===== config.mk =====
export PLATFORM = sky130hd
export DESIGN_NAME = p_dff_arb
export DESIGN_NICKNAME = d
export VERILOG_FILES = /design/src/rtl/p_dff_arb.sv
export SDC_FILE = /design/constraint.sdc
export NUM_CORES = 1
export LEC_CHECK = 0
export BUFFER_PORTS_ARGS = -buffer_cell sky130_fd_sc_hd__buf_2
export CORE_ASPECT_RATIO = 0.8
export CORE_MARGIN = 4
export CORE_UTILIZATION = 41
export DETAILED_ROUTE_END_ITERATION = 12
export HOLD_SLACK_MARGIN = 0.12
export PLACE_DENSITY_LB_ADDON = 0.2
export RECOVER_POWER = 100
export SYNTH_ARGS = -nofsm -noshare
export SYNTH_HDL_FRONTEND = slang
export SYNTH_SLANG_ARGS = --single-unit

===== constraint.sdc =====
create_clock -name clk -period 2.95 [get_ports clk]
set_input_delay 0.4425 -clock clk [delete_from_list [all_inputs] [get_ports clk]]
set_output_delay 0.4425 -clock clk [all_outputs]
set_load 0.01 [all_outputs]

===== src/rtl/p_dff_arb.sv =====
// rtl/p_dff_arb.sv - round-robin arbiter/sequencer for a shared p_dff register bank (optional counters: PDFF_ARB_STATS_EN)
module p_dff_arb #(
  parameter int WORD     = 24,
  parameter int NSEL     = 5,
  parameter int NREQ     = 4,
  parameter int IDLE_MAX = 16
) (
  input  logic                   clk,
  input  logic                   reset_n,
  input  logic [NREQ-1:0]        req,
  input  logic [NREQ*NSEL-1:0]   prec,
  input  logic [NREQ*WORD-1:0]   data,
  output logic [NREQ-1:0]        gnt,
  output logic                   dff_en,
  output logic [NSEL-1:0]        dff_sel,
  output logic [WORD-1:0]        dff_d,
  output logic                   sleep
`ifdef PDFF_ARB_STATS_EN
  ,
  output logic [15:0]            grant_cnt,
  output logic [15:0]            sleep_cnt
`endif
);

  localparam int PW = (NREQ > 1) ? $clog2(NREQ) : 1;
  localparam int IW = $clog2(IDLE_MAX);
  localparam logic [IW-1:0]   IDLE_LAST = IW'(IDLE_MAX - 1);
  localparam logic [NSEL-1:0] SEL_MAX   = NSEL'(WORD - 1);

  typedef enum logic [1:0] {
    ACTIVE = 2'd0,
    SLEEP  = 2'd1,
    WAKE   = 2'd2
  } state_t;

  state_t          state, state_n;
  logic [PW-1:0]   ptr, ptr_n;
  logic [IW-1:0]   idle, idle_n;
  logic [NREQ-1:0] elig;
  logic [NREQ-1:0] gnt_n;
  logic            en_n;
  logic [NSEL-1:0] sel_n;
  logic [WORD-1:0] d_n;
  logic            found;
  logic [PW-1:0]   win;
  logic [NSEL-1:0] p_w;
  logic [WORD-1:0] d_w;

  // the current grantee still has req high this edge, so it sits out one round
  assign elig = (state == ACTIVE) ? (req & ~gnt) : '0;

  // rotating priority search starting at the round-robin pointer
  always_comb begin : pick
    int idx;
    found = 1'b0;
    win   = '0;
    idx   = 0;
    for (int i = 0; i < NREQ; i++) begin
      idx = int'(ptr) + i;
      if (idx >= NREQ) idx = idx - NREQ;
      if (!found && elig[idx]) begin
        found = 1'b1;
        win   = PW'(idx);
      end
    end
  end

  assign p_w = prec[int'(win)*NSEL +: NSEL];
  assign d_w = data[int'(win)*WORD +: WORD];

  // next state and next registered outputs; sel/d hold when nothing is granted
  always_comb begin
    state_n = state;
    ptr_n   = ptr;
    idle_n  = idle;
    gnt_n   = '0;
    en_n    = 1'b0;
    sel_n   = dff_sel;
    d_n     = dff_d;
    case (state)
      ACTIVE: begin
        if (found) begin
          gnt_n  = NREQ'(1) << win;
          en_n   = 1'b1;
          d_n    = d_w;
          sel_n  = (int'(p_w) > WORD - 1) ? SEL_MAX : p_w;
          ptr_n  = (int'(win) == NREQ - 1) ? '0 : win + PW'(1);
          idle_n = '0;
        end else if (idle >= IDLE_LAST) begin
          state_n = SLEEP;
          idle_n  = '0;
        end else begin
          idle_n = idle + IW'(1);
        end
      end
      SLEEP: begin
        if (|req) state_n = WAKE;
      end
      WAKE: begin
        state_n = ACTIVE;
      end
      default: begin
        state_n = ACTIVE;
      end
    endcase
  end

  // state, pointer and all outputs are registered
  always_ff @(posedge clk) begin
    if (!reset_n) begin
      state   <= ACTIVE;
      ptr     <= '0;
      idle    <= '0;
      gnt     <= '0;
      dff_en  <= 1'b0;
      dff_sel <= '0;
      dff_d   <= '0;
      sleep   <= 1'b0;
    end else begin
      state   <= state_n;
      ptr     <= ptr_n;
      idle    <= idle_n;
      gnt     <= gnt_n;
      dff_en  <= en_n;
      dff_sel <= sel_n;
      dff_d   <= d_n;
      sleep   <= (state_n == SLEEP);
    end
  end

`ifdef PDFF_ARB_STATS_EN
  // saturating grant and sleep-entry counters
  always_ff @(posedge clk) begin
    if (!reset_n) begin
      grant_cnt <= '0;
      sleep_cnt <= '0;
    end else begin
      if (en_n && grant_cnt != 16'hFFFF) grant_cnt <= grant_cnt + 16'd1;
      if (state == ACTIVE && state_n == SLEEP && sleep_cnt != 16'hFFFF)
        sleep_cnt <= sleep_cnt + 16'd1;
    end
  end
`endif

endmodule


==> metrics.txt <==
max cap viols=0; worst flop-to-flop path startpoint=state[1]; die area=0.00740 mm²; Final Max Tran Viols=0; synthesized flop and latch total=43; DR WL/cell=13.2 µm; Avg Vias per Cell=4.87; top-count cell post-synth=dfxtp_1; Fmax achieved=421 MHz; Hold Crit Depth=2; Post-CTS Setup Inserts=0; post-synth cell types=34; post-CTS sizing=0; Synth Flop Type=dfxtp_1; Slowest-stage cell, CP=or2_0; Hold EP=dff_d[3]; Placed Instances=520; CTS Buf Count=5; min-delay src=dff_d[3]; CP required=3.10 ns; CTS Sinks=43; Clk network pwr share=0.151; Port Buf Inserts=156; top-area cell type share of the netlist area=0.345; Area growth syn-to-layout=35.3%; NetSw=910 µW; routed via count=2565; Crit Path Class=reg -> reg; CTS Hold Buffers Added=0; Iter 0 DRT Violations=80; Slew @ Worst Pin=0.664 ns; Setup violations, final=0; CTS tree=built; share of cells above drive strength 1=0.363; R2R setup slack=0.57 ns; reg2reg end=dff_sel[2]; first-pass GRT wire length=10900 µm; CTS H-Tree Depth=2; initial antenna violation count=0; n_diodes=0; unrepaired setup endpoints after global routing=no; hold crit path type=reg -> reg; Pleak=0.00151 µW; Final min period=2.38 ns; Worst Setup Start Kind=flip-flop; largest net degree at the start of global routing=36; Post-DP Area=0.00335 mm²; vias in the first global route=2370; Worst setup EP type=flip-flop; die width=95.2 µm; Total GRT Usage=0.184; main area contributors after synthesis=dfxtp_1 (35%), mux2i_1 (14%), mux2_2 (12%); Avg Cell Area, Syn=8.40 µm²; IO Pins=157; design area=0.00337 mm²; Comb pwr share=0.506; PwrDens=700 mW/mm²; period utilisation layout=0.806; final std cells w/o fill=527; syn_nets=420; Sequential Power Share=0.344; worst-path fanout max=33; core footprint=0.00591 mm²; synthesized cell area=0.00249 mm²; Crit path max-delay family=simple AND/OR/NAND/NOR gates; DRC=0; Synth warnings=0; cell depth of the worst flop-to-flop path=7; post-place setup slack=0.527 ns; critical-path cell list=or2_0 -> a2bb2oi_1 -> nor3_2 -> buf_12 -> mux2_2 -> o21ai_0 -> a31oi_1; CP peak stage delay=0.38 ns; internal power=1450 µW; status=finished, final reports clean; register area share after synthesis=0.345; switching share of power=0.385; Hold Fails Final Rpt=0; EDFF count, synth=0; Clock Path Buffers=2; Synth Instances=297; number of antenna-violating nets in the routed design=0; Clock transition at path regs=0.08 ns; Die Ht=77.8 µm; CTS root buffer=clkbuf_8; final net count=569; Final Wtd Congestion=0.793; DP HPWL=5550 µm; Routed WL=6970 µm; GRT Residual Overflow=0; Worst Path Buf+Inv=1; Synth top cells by count=dfxtp_1 (43), nand2_1 (36), o21ai_0 (35), mux2i_1 (34), a21oi_1 (29); initial core utilization=0.422; crit path DAT=2.53 ns; final worst clock skew=0.00960 ns; post-synth top area cell=dfxtp_1; Slew HR=0.557; worst-skew pair later-pin latency=0.29 ns; ys async rst share=0; Cell Rows=25; final worst-path setup slack=0.573 ns; DRT Pass-1 Iters=4; worst vdd ir=289 µV; setup tns final=0 ns
state kept, by name, indices dropped and copies added (netlist names):
signal   flops
dff_d       24
dff_en       1
dff_sel      5
gnt          4
idle         4
ptr          2
sleep        1
state        2
cell type report:
class | count | area [µm²]
well taps | 81 | 101
clock buffers | 5 | 68.8
clock inverters | 2 | 13.8
repair buffers | 163 | 807
inverters | 1 | 3.75
flip-flops and latches | 43 | 861
multi-input cells | 232 | 1520
fillers | 574 | 2540
worst max-delay path by stage:
stage	slack, ns	endpoint	cells past startpoint	startpoint
after floorplan	0.90	dff_sel[2]	9	state[1]
after global placement	0.55	dff_sel[1]	8	req[1]
after detailed placement	0.53	dff_sel[1]	8	req[1]
after CTS	0.63	dff_sel[1]	7	state[1]
after global routing	0.34	dff_d[1]	8	state[1]
final	0.57	dff_sel[2]	7	state[1]
per-stage QoR:
step            util  power, µW  hold slack (ns)
2_1_floorplan      -       1720            0.449
3_3_place_gp   0.566       2050            0.428
3_5_place_dp   0.566       2070            0.438
4_1_cts        0.580       2430            0.457
5_1_grt        0.571       2560            0.487
6_report       0.571       2360            0.455
tightest hold or removal path, stage by stage (launching register included):
cell and delay (ns):
dfxtp_1 0.33, nand2_1 0.04, o21ai_0 0.05
kinds of logic after synthesis:
family                     after synthesis  synth area share
AOI/OAI and AO/OA                       72             0.152
xor gates and xnor gates                 2           0.00703
and+or+nand+nor                         96             0.183
buffers and inverters                   22            0.0497
adders and majority gates                1           0.00502
muxes                                   61             0.258
DFF                                     43             0.345
per-layer routing:
| metal | vias up | track usage | wire length [µm] |
|---|---|---|---|
| li1 | 1340 | - | - |
| met2 | 92 | 0.306 | 3330 |
| met5 | - | 0 | 0 |
| met4 | 0 | 0.0418 | 74 |
| met3 | 6 | 0.0669 | 665 |
| met1 | 1127 | 0.224 | 2910 |
layout by cell type, fill, tap and decap left out, types with 27 or more instances in the layout:
master and n:
o21ai_0 35, mux2i_1 34, nand2_1 36, dfxtp_1 43
nor2_1 27, a21oi_1 29, buf_2 120, mux2_2 27
clkbuf_1 37
power groups by stage:
stage | Clock, µW | Sequential, µW | Combinational (µW)
final | 357 | 812 | 1190
after global placement | 0 | 818 | 1230
after global routing | 392 | 832 | 1330
after detailed placement | 0 | 820 | 1250
after CTS | 373 | 810 | 1250
after floorplan | 0 | 873 | 844
(Power assumes the default switching activity.)
